### src/rtl/sprite_fetch_scheduler_pkg.sv
// Shared definitions for the sprite fetch scheduler: attribute field
// positions, pattern address constants and scheduler state encoding.
package sprite_fetch_scheduler_pkg;

  localparam int Y_LSB   = 0;
  localparam int Y_MSB   = 8;
  localparam int X_LSB   = 9;
  localparam int X_MSB   = 18;
  localparam int IMG_LSB = 19;
  localparam int IMG_MSB = 23;
  localparam int EN_BIT  = 31;

  localparam int ROW_BITS       = 4;
  localparam int PATTERN_ADDR_W = 9;

  typedef enum logic [2:0] {
    S_IDLE,
    S_SCAN,
    S_DRAIN,
    S_CLEAR,
    S_DONE
  } state_t;

  // Row of a sprite on a scanline; 9-bit wrap so Y near 511
  // shows at the top of the screen.
  function automatic logic [8:0] row_diff(
    input logic [8:0] line,
    input logic [8:0] y
  );
    return line - y;
  endfunction

endpackage

### src/rtl/sprite_fetch_scheduler_attr_table.sv
// Sprite attribute register file: one write port, one combinational
// read port, cleared (all entries disabled) by synchronous reset.
// Ports: clk, reset, wen/waddr/wdata write, raddr/rdata read.
module sprite_attr_table #(
  parameter int NUM_SPRITES = 16
) (
  input  logic                           clk,
  input  logic                           reset,
  input  logic                           wen,
  input  logic [$clog2(NUM_SPRITES)-1:0] waddr,
  input  logic [31:0]                    wdata,
  input  logic [$clog2(NUM_SPRITES)-1:0] raddr,
  output logic [31:0]                    rdata
);

  logic [31:0] mem [NUM_SPRITES];

  always_ff @(posedge clk) begin
    if (reset) begin
      for (int i = 0; i < NUM_SPRITES; i++) begin
        mem[i] <= '0;
      end
    end else if (wen) begin
      mem[waddr] <= wdata;
    end
  end

  // Read sees the pre-write value during a same-cycle write.
  assign rdata = mem[raddr];

endmodule

### src/rtl/sprite_fetch_scheduler.sv
// Per-scanline sprite fetch scheduler: scans the attribute table,
// fetches pattern rows and writes/clears compositor slots.
// Ports: attr_* CPU writes, line_start/line trigger, mem_* pattern
// read, slot_* compositor writes, busy/done/overflow status.
module sprite_fetch_scheduler
  import sprite_fetch_scheduler_pkg::*;
#(
  parameter int NUM_SPRITES = 16,
  parameter int MAX_SLOTS   = 8
) (
  input  logic                           clk,
  input  logic                           reset,
  input  logic                           attr_wen,
  input  logic [$clog2(NUM_SPRITES)-1:0] attr_addr,
  input  logic [31:0]                    attr_wdata,
  input  logic                           line_start,
  input  logic [8:0]                     line,
  output logic [PATTERN_ADDR_W-1:0]      mem_raddr,
  input  logic [31:0]                    mem_rdata,
  output logic                           slot_wen,
  output logic [$clog2(MAX_SLOTS)-1:0]   slot_idx,
  output logic                           slot_valid,
  output logic [9:0]                     slot_x,
  output logic [31:0]                    slot_data,
  output logic                           busy,
  output logic                           done,
  output logic                           overflow
);

  localparam int IW = $clog2(NUM_SPRITES);
  localparam int SW = $clog2(MAX_SLOTS);
  localparam int CW = SW + 1;

  state_t        state_q, state_d;
  logic [8:0]    line_q;
  logic [IW-1:0] idx_q;
  logic [CW-1:0] cnt_q;
  logic          ovf_q;
  logic          ovf_out_q;
  logic          pend_q;
  logic [SW-1:0] pend_idx_q;
  logic [9:0]    pend_x_q;

  logic [31:0]   ent;
  logic [8:0]    diff;
  logic          vis;
  logic          room;
  logic          fetch;
  logic          clr;
  logic          unused_bits;

  sprite_attr_table #(
    .NUM_SPRITES(NUM_SPRITES)
  ) u_attr (
    .clk  (clk),
    .reset(reset),
    .wen  (attr_wen),
    .waddr(attr_addr),
    .wdata(attr_wdata),
    .raddr(idx_q),
    .rdata(ent)
  );

  assign unused_bits = ^ent[30:24];

  assign diff = row_diff(line_q, ent[Y_MSB:Y_LSB]);
  assign vis  = ent[EN_BIT] && (diff[8:ROW_BITS] == '0);
  assign room = cnt_q < CW'(MAX_SLOTS);

  always_comb begin
    state_d   = state_q;
    fetch     = 1'b0;
    clr       = 1'b0;
    mem_raddr = '0;
    unique case (state_q)
      S_IDLE: begin
        if (line_start) state_d = S_SCAN;
      end
      S_SCAN: begin
        fetch = vis && room;
        if (fetch) begin
          mem_raddr = {ent[IMG_MSB:IMG_LSB],
                       diff[ROW_BITS-1:0]};
        end
        if (idx_q == IW'(NUM_SPRITES - 1)) begin
          state_d = S_DRAIN;
        end
      end
      S_DRAIN: begin
        state_d = room ? S_CLEAR : S_DONE;
      end
      S_CLEAR: begin
        clr = 1'b1;
        if (cnt_q == CW'(MAX_SLOTS - 1)) begin
          state_d = S_DONE;
        end
      end
      S_DONE: begin
        state_d = S_IDLE;
      end
      default: state_d = S_IDLE;
    endcase
  end

  always_ff @(posedge clk) begin
    if (reset) begin
      state_q    <= S_IDLE;
      line_q     <= '0;
      idx_q      <= '0;
      cnt_q      <= '0;
      ovf_q      <= 1'b0;
      ovf_out_q  <= 1'b0;
      pend_q     <= 1'b0;
      pend_idx_q <= '0;
      pend_x_q   <= '0;
    end else begin
      state_q <= state_d;
      pend_q  <= fetch;
      if (fetch) begin
        pend_idx_q <= cnt_q[SW-1:0];
        pend_x_q   <= ent[X_MSB:X_LSB];
      end
      if (state_q == S_IDLE && line_start) begin
        line_q <= line;
        idx_q  <= '0;
        cnt_q  <= '0;
        ovf_q  <= 1'b0;
      end
      if (state_q == S_SCAN) begin
        idx_q <= idx_q + IW'(1);
        if (vis && !room) ovf_q <= 1'b1;
      end
      // The slot count doubles as the clear pointer.
      if (fetch || clr) begin
        cnt_q <= cnt_q + CW'(1);
      end
      if (state_q == S_DONE) begin
        ovf_out_q <= ovf_q;
      end
    end
  end

  always_comb begin
    slot_wen   = pend_q | clr;
    slot_valid = pend_q;
    slot_idx   = '0;
    slot_x     = '0;
    slot_data  = '0;
    if (pend_q) begin
      slot_idx  = pend_idx_q;
      slot_x    = pend_x_q;
      slot_data = mem_rdata;
    end else if (clr) begin
      slot_idx = cnt_q[SW-1:0];
    end
  end

  assign busy     = state_q != S_IDLE;
  assign done     = state_q == S_DONE;
  assign overflow = ovf_out_q;

endmodule

### config.mk
export PLATFORM = sky130hd
export DESIGN_NAME = sprite_fetch_scheduler
export DESIGN_NICKNAME = d
export VERILOG_FILES = /design/src/rtl/sprite_fetch_scheduler_pkg.sv /design/src/rtl/sprite_fetch_scheduler_attr_table.sv /design/src/rtl/sprite_fetch_scheduler.sv
export SDC_FILE = /design/constraint.sdc
export NUM_CORES = 1
export LEC_CHECK = 0
export ABC_CLOCK_PERIOD_IN_PS = 15100
export CORE_MARGIN = 4
export CORE_UTILIZATION = 30
export DETAILED_ROUTE_END_ITERATION = 12
export DONT_BUFFER_PORTS = 1
export HOLD_SLACK_MARGIN = 0.15
export SLEW_MARGIN = 25
export SYNTH_ARGS = -nofsm -noshare
export SYNTH_HDL_FRONTEND = slang
export SYNTH_SLANG_ARGS = --single-unit
### constraint.sdc
create_clock -name clk -period 15.1 [get_ports clk]
set_input_delay 2.265 -clock clk [delete_from_list [all_inputs] [get_ports clk]]
set_output_delay 2.265 -clock clk [all_outputs]
set_load 0.1 [all_outputs]
==> results.sh <==
export IMPL_via_count=11350
export IMPL_worst_ep_required_time_ps=12840
export IMPL_post_cts_setup_buffers=0
export IMPL_hold_path_class="flip-flop to flip-flop"
export IMPL_core_area_um2=67040
export IMPL_syn_mean_instance_area_um2=14.80
export IMPL_skew_ps=32.69
export IMPL_fmax_mhz=112.7
export IMPL_clock_tree_buffer_depth=3
export IMPL_ir_drop_v=0.00007664
export IMPL_finalSetupViolCount=0
export IMPL_global_route_usage_total=0.1540
export IMPL_hold_slack_ps=440.1
export IMPL_critical_path_buf_inv_count=3
export IMPL_regToRegSetupSlack_ps=9460
export IMPL_grt_first_pass_wirelength_um=80300
export IMPL_timing_final_crit_period_ps=8870
export IMPL_dieHeight_um=268.0
export IMPL_nNetsFinal=1435
export IMPL_num_rows=95
export IMPL_critical_path_cell_chain="buf_4, mux4_2, mux4_2, inv_1, ha_1, or4_1, a2111oi_1, o221a_2, buf_4, and2_1"
export IMPL_critical_path_max_stage_delay_ps=920
export IMPL_ant_nets=0
export IMPL_synth_cell_type_count=52
export IMPL_max_cap_viol_count=0
export IMPL_max_slew_worst_pin_slew_ps=1122
export IMPL_finalCritPeriodShare=0.5874
export IMPL_cp_max_fo=51
export IMPL_grt_max_degree=52
export IMPL_io_buffers=0
export IMPL_drc_errors=0
export IMPL_count_of_flip_flops_with_a_built_in_enable_after_synthesis=400
export IMPL_synth_simple_gate_area_share=0.1722
export IMPL_tritoncts="built"
export IMPL_main_combinational_cell_family_by_area_after_synthesis="simple AND/OR/NAND/NOR gates"
export IMPL_whs_endpoint="pend_x_q[3]$_SDFFE_PP0P_"
export IMPL_crit_type="flip-flop to primary output"
export IMPL_cts_resized=0
export IMPL_routabilityCongestion=0.7376
export IMPL_cts_hold_buffers_added=0
export IMPL_grt_overflow=0
export IMPL_detail_route_vias_per_cell=5.045
export IMPL_drt_total_wl_um=55370
export IMPL_syn_inst=1371
export IMPL_layout_cells_sized_above_1=0.1875
export IMPL_ios=140
export IMPL_synth_net_count=1465
export IMPL_hold_viol_final=0
export IMPL_postSynthRegisterBits=440
export IMPL_asyncSetResetFlopFracSynth=0
export IMPL_critPathTopFamily="simple AND/OR/NAND/NOR gates"
export IMPL_leakage_power_of_the_design_uw=0.007527
export IMPL_start_util=0.3026
export IMPL_synth_xor_area_frac=0.0008636
export IMPL_syn_cell_area_um2=20280
export IMPL_worstHoldStart="pend_x_q[3]$_SDFFE_PP0P_"
export IMPL_placed_cells=2165
export IMPL_clock_tree_root_cell="sky130_fd_sc_hd__clkbuf_16"
export IMPL_cpMaxStageDelayCell="sky130_fd_sc_hd__dfxtp_4"
export IMPL_clock_insertion_delay_worst_skew_ps=600
export IMPL_number_of_buffers_created_by_cts=46
export IMPL_hpwl_um=30850
export IMPL_worst_r2r_cell_count=11
export IMPL_timing_critical_path_from_type="flip-flop"
export IMPL_synthToLayoutAreaGrowth_pct=12.68
export IMPL_dieWidth_um=268.0
export IMPL_compound_gate_fraction_of_synth_area=0.02449
export IMPL_endpoint_of_the_worst_register_to_register_path="pend_x_q[5]$_SDFFE_PP0P_"
export IMPL_rsz0062_at_grt="no"
export IMPL_detail_route_iter0_violations=1039
export IMPL_most_common_flop_cell_mapped_by_yosys="sky130_fd_sc_hd__edfxtp_1"
export IMPL_totalNegativeSetupSlack_ps=0
export IMPL_drtPass1Iterations=5
export IMPL_slew_limit_headroom=0.2519
export IMPL_htree_levels=2
export IMPL_status="complete, no violations"
export IMPL_fraction_of_synthesized_area_in_multiplexers=0.1392
export IMPL_tritoncts_num_sinks=440
export IMPL_power_density_nw_per_um2=131.9
export IMPL_first_global_vias=11760
export IMPL_antenna_found_initial=2
export IMPL_post_drt_wl_per_cell_um=24.61
export IMPL_critical_path_endpoint_type="primary output"
export IMPL_ys_seq_area_frac=0.6316
export IMPL_worst_endpoint_arrival_ps=6610
export IMPL_final_max_slew_violation_count=0
export IMPL_design_die_area_um2=71840
export IMPL_ys_warnings_count=0
export IMPL_synthAdderAreaFrac=0.008389
export IMPL_worst_setup_hold_path_clk_slew_ps=60
export IMPL_min_delay_path_depth=2
export IMPL_final_cells=2250
final cells by class:
cell class	count	area, µm²
Clock buffer	67	1267
Sequential cell	440	12830
Multi-Input combinational cell	815	7278
Fill cell	6418	44180
Timing Repair Buffer	24	221.5
Inverter	14	52.55
Tap cell	873	1092
Clock inverter	16	116.4
Antenna cell	1	2.502
layer usage:
layer | share of wire | vias up | GRT usage
li1 | - | 4956 | -
met1 | 0.41 | 5879 | 0.1999
met2 | 0.48 | 440 | 0.2572
met3 | 0.087 | 72 | 0.04431
met4 | 0.018 | 4 | 0.03636
met5 | 0.00049 | - | 0
worst max path at each step:
stage / from / to / slack (ps) / cells after the start
floorplan: flip-flop / mem_raddr[2] / 7110 / 14
global placement: flip-flop / mem_raddr[8] / 6610 / 10
detailed placement: flip-flop / mem_raddr[4] / 6600 / 10
CTS: flip-flop / mem_raddr[4] / 5960 / 10
global route: flip-flop / mem_raddr[5] / 5850 / 10
finish: flip-flop / mem_raddr[5] / 6230 / 10
stage by stage:
step,area (µm²),worst slack [ps],power [µW],utilization
floorplan,20280,7109,1842,-
global placement,21430,6614,1957,0.3197
detailed placement,21430,6597,1967,0.3197
CTS,22810,5956,3039,0.3403
global route,22850,5850,3133,0.3409
finish,22860,6230,3015,0.3409
worst min-delay path: cells and delay by family (launching register included):
family | cells | cell delay [ps]
compound gates | 1 | 50
flops | 1 | 300
simple gates | 1 | 50
report_power, final:
| group | switching, µW | leakage [µW] | total, µW | internal [µW] |
|---|---|---|---|---|
| combinational | 254 | 0.00271 | 480 | 226 |
| sequential | 53.9 | 0.00414 | 1450 | 1400 |
| clock | 481 | 0.000676 | 1080 | 599 |
cell usage after synthesis, types with 2 or more instances:
| library cell | number | share of area |
|---|---|---|
| sky130_fd_sc_hd__buf_1 | 7 | 0.0013 |
| sky130_fd_sc_hd__inv_1 | 14 | 0.0026 |
| sky130_fd_sc_hd__a31oi_1 | 3 | 0.00093 |
| sky130_fd_sc_hd__xor2_1 | 2 | 0.00086 |
| sky130_fd_sc_hd__nor4b_1 | 2 | 0.00086 |
| sky130_fd_sc_hd__o21ai_0 | 17 | 0.0042 |
| sky130_fd_sc_hd__nand4_1 | 4 | 0.0012 |
| sky130_fd_sc_hd__clkbuf_1 | 84 | 0.016 |
| sky130_fd_sc_hd__and3_1 | 2 | 0.00062 |
| sky130_fd_sc_hd__or2_2 | 6 | 0.0019 |
| sky130_fd_sc_hd__a211oi_1 | 3 | 0.0011 |
| sky130_fd_sc_hd__buf_4 | 2 | 0.00074 |
| sky130_fd_sc_hd__buf_2 | 6 | 0.0015 |
| sky130_fd_sc_hd__and2_1 | 449 | 0.14 |
| sky130_fd_sc_hd__nor3b_1 | 2 | 0.00074 |
| sky130_fd_sc_hd__a21oi_1 | 35 | 0.0086 |
| sky130_fd_sc_hd__buf_6 | 3 | 0.0017 |
| sky130_fd_sc_hd__nor3_1 | 8 | 0.0020 |
| sky130_fd_sc_hd__nand2_1 | 64 | 0.012 |
| sky130_fd_sc_hd__nand3_1 | 8 | 0.0020 |
| sky130_fd_sc_hd__mux2i_1 | 3 | 0.0015 |
| sky130_fd_sc_hd__nand2b_1 | 5 | 0.0015 |
| sky130_fd_sc_hd__dfxtp_1 | 40 | 0.039 |
| sky130_fd_sc_hd__nand3b_1 | 3 | 0.0011 |
| sky130_fd_sc_hd__or3_1 | 5 | 0.0015 |
| sky130_fd_sc_hd__nor2_1 | 30 | 0.0056 |
| sky130_fd_sc_hd__a21boi_0 | 2 | 0.00074 |
| sky130_fd_sc_hd__o31ai_1 | 2 | 0.00074 |
| sky130_fd_sc_hd__ha_1 | 12 | 0.0074 |
| sky130_fd_sc_hd__mux4_2 | 124 | 0.14 |
| sky130_fd_sc_hd__nor2b_1 | 4 | 0.0012 |
| sky130_fd_sc_hd__edfxtp_1 | 400 | 0.59 |
cells by family (layout without fill, tap and decap cells):
| kind of cell | after synthesis | in the layout |
|---|---|---|
| mux | 127 | 127 |
| xor+xnor | 2 | 2 |
| compound gates | 77 | 77 |
| fa+ha+maj | 13 | 13 |
| other cells | 0 | 1 |
| buf+inv | 116 | 121 |
| flops | 440 | 440 |
| simple gates | 596 | 596 |
cells in the final DEF (no fill, tap or decap), types with 4 or more instances in the layout:
| cell | instances |
|---|---|
| sky130_fd_sc_hd__inv_1 | 13 |
| sky130_fd_sc_hd__or2_2 | 6 |
| sky130_fd_sc_hd__nor2_1 | 14 |
| sky130_fd_sc_hd__a21oi_1 | 35 |
| sky130_fd_sc_hd__clkinv_2 | 4 |
| sky130_fd_sc_hd__nand4_1 | 4 |
| sky130_fd_sc_hd__o21ai_4 | 13 |
| sky130_fd_sc_hd__edfxtp_1 | 400 |
| sky130_fd_sc_hd__mux4_2 | 124 |
| sky130_fd_sc_hd__nand2b_1 | 5 |
| sky130_fd_sc_hd__nor2_4 | 12 |
| sky130_fd_sc_hd__ha_1 | 12 |
| sky130_fd_sc_hd__nand3_1 | 8 |
| sky130_fd_sc_hd__buf_4 | 21 |
| sky130_fd_sc_hd__or3_1 | 5 |
| sky130_fd_sc_hd__nor3_2 | 4 |
| sky130_fd_sc_hd__dfxtp_1 | 35 |
| sky130_fd_sc_hd__nand2_1 | 64 |
| sky130_fd_sc_hd__clkbuf_1 | 16 |
| sky130_fd_sc_hd__nor2b_1 | 4 |
| sky130_fd_sc_hd__nor3_1 | 4 |
| sky130_fd_sc_hd__clkbuf_16 | 48 |
| sky130_fd_sc_hd__and2_1 | 449 |
| sky130_fd_sc_hd__nor2_2 | 4 |
| sky130_fd_sc_hd__clkinv_1 | 9 |
sequential cells by signal, indices dropped and copies added, names as in the netlist, named ones only:
| register | count |
|---|---|
| u_attr.mem | 400 |
| pend_x_q | 10 |
| line_q | 9 |
| cnt_q | 4 |
| idx_q | 4 |
| pend_idx_q | 3 |
| state_q | 3 |
| overflow | 1 |
| ovf_q | 1 |
| slot_valid | 1 |
Power figures use the tool's default switching activity.
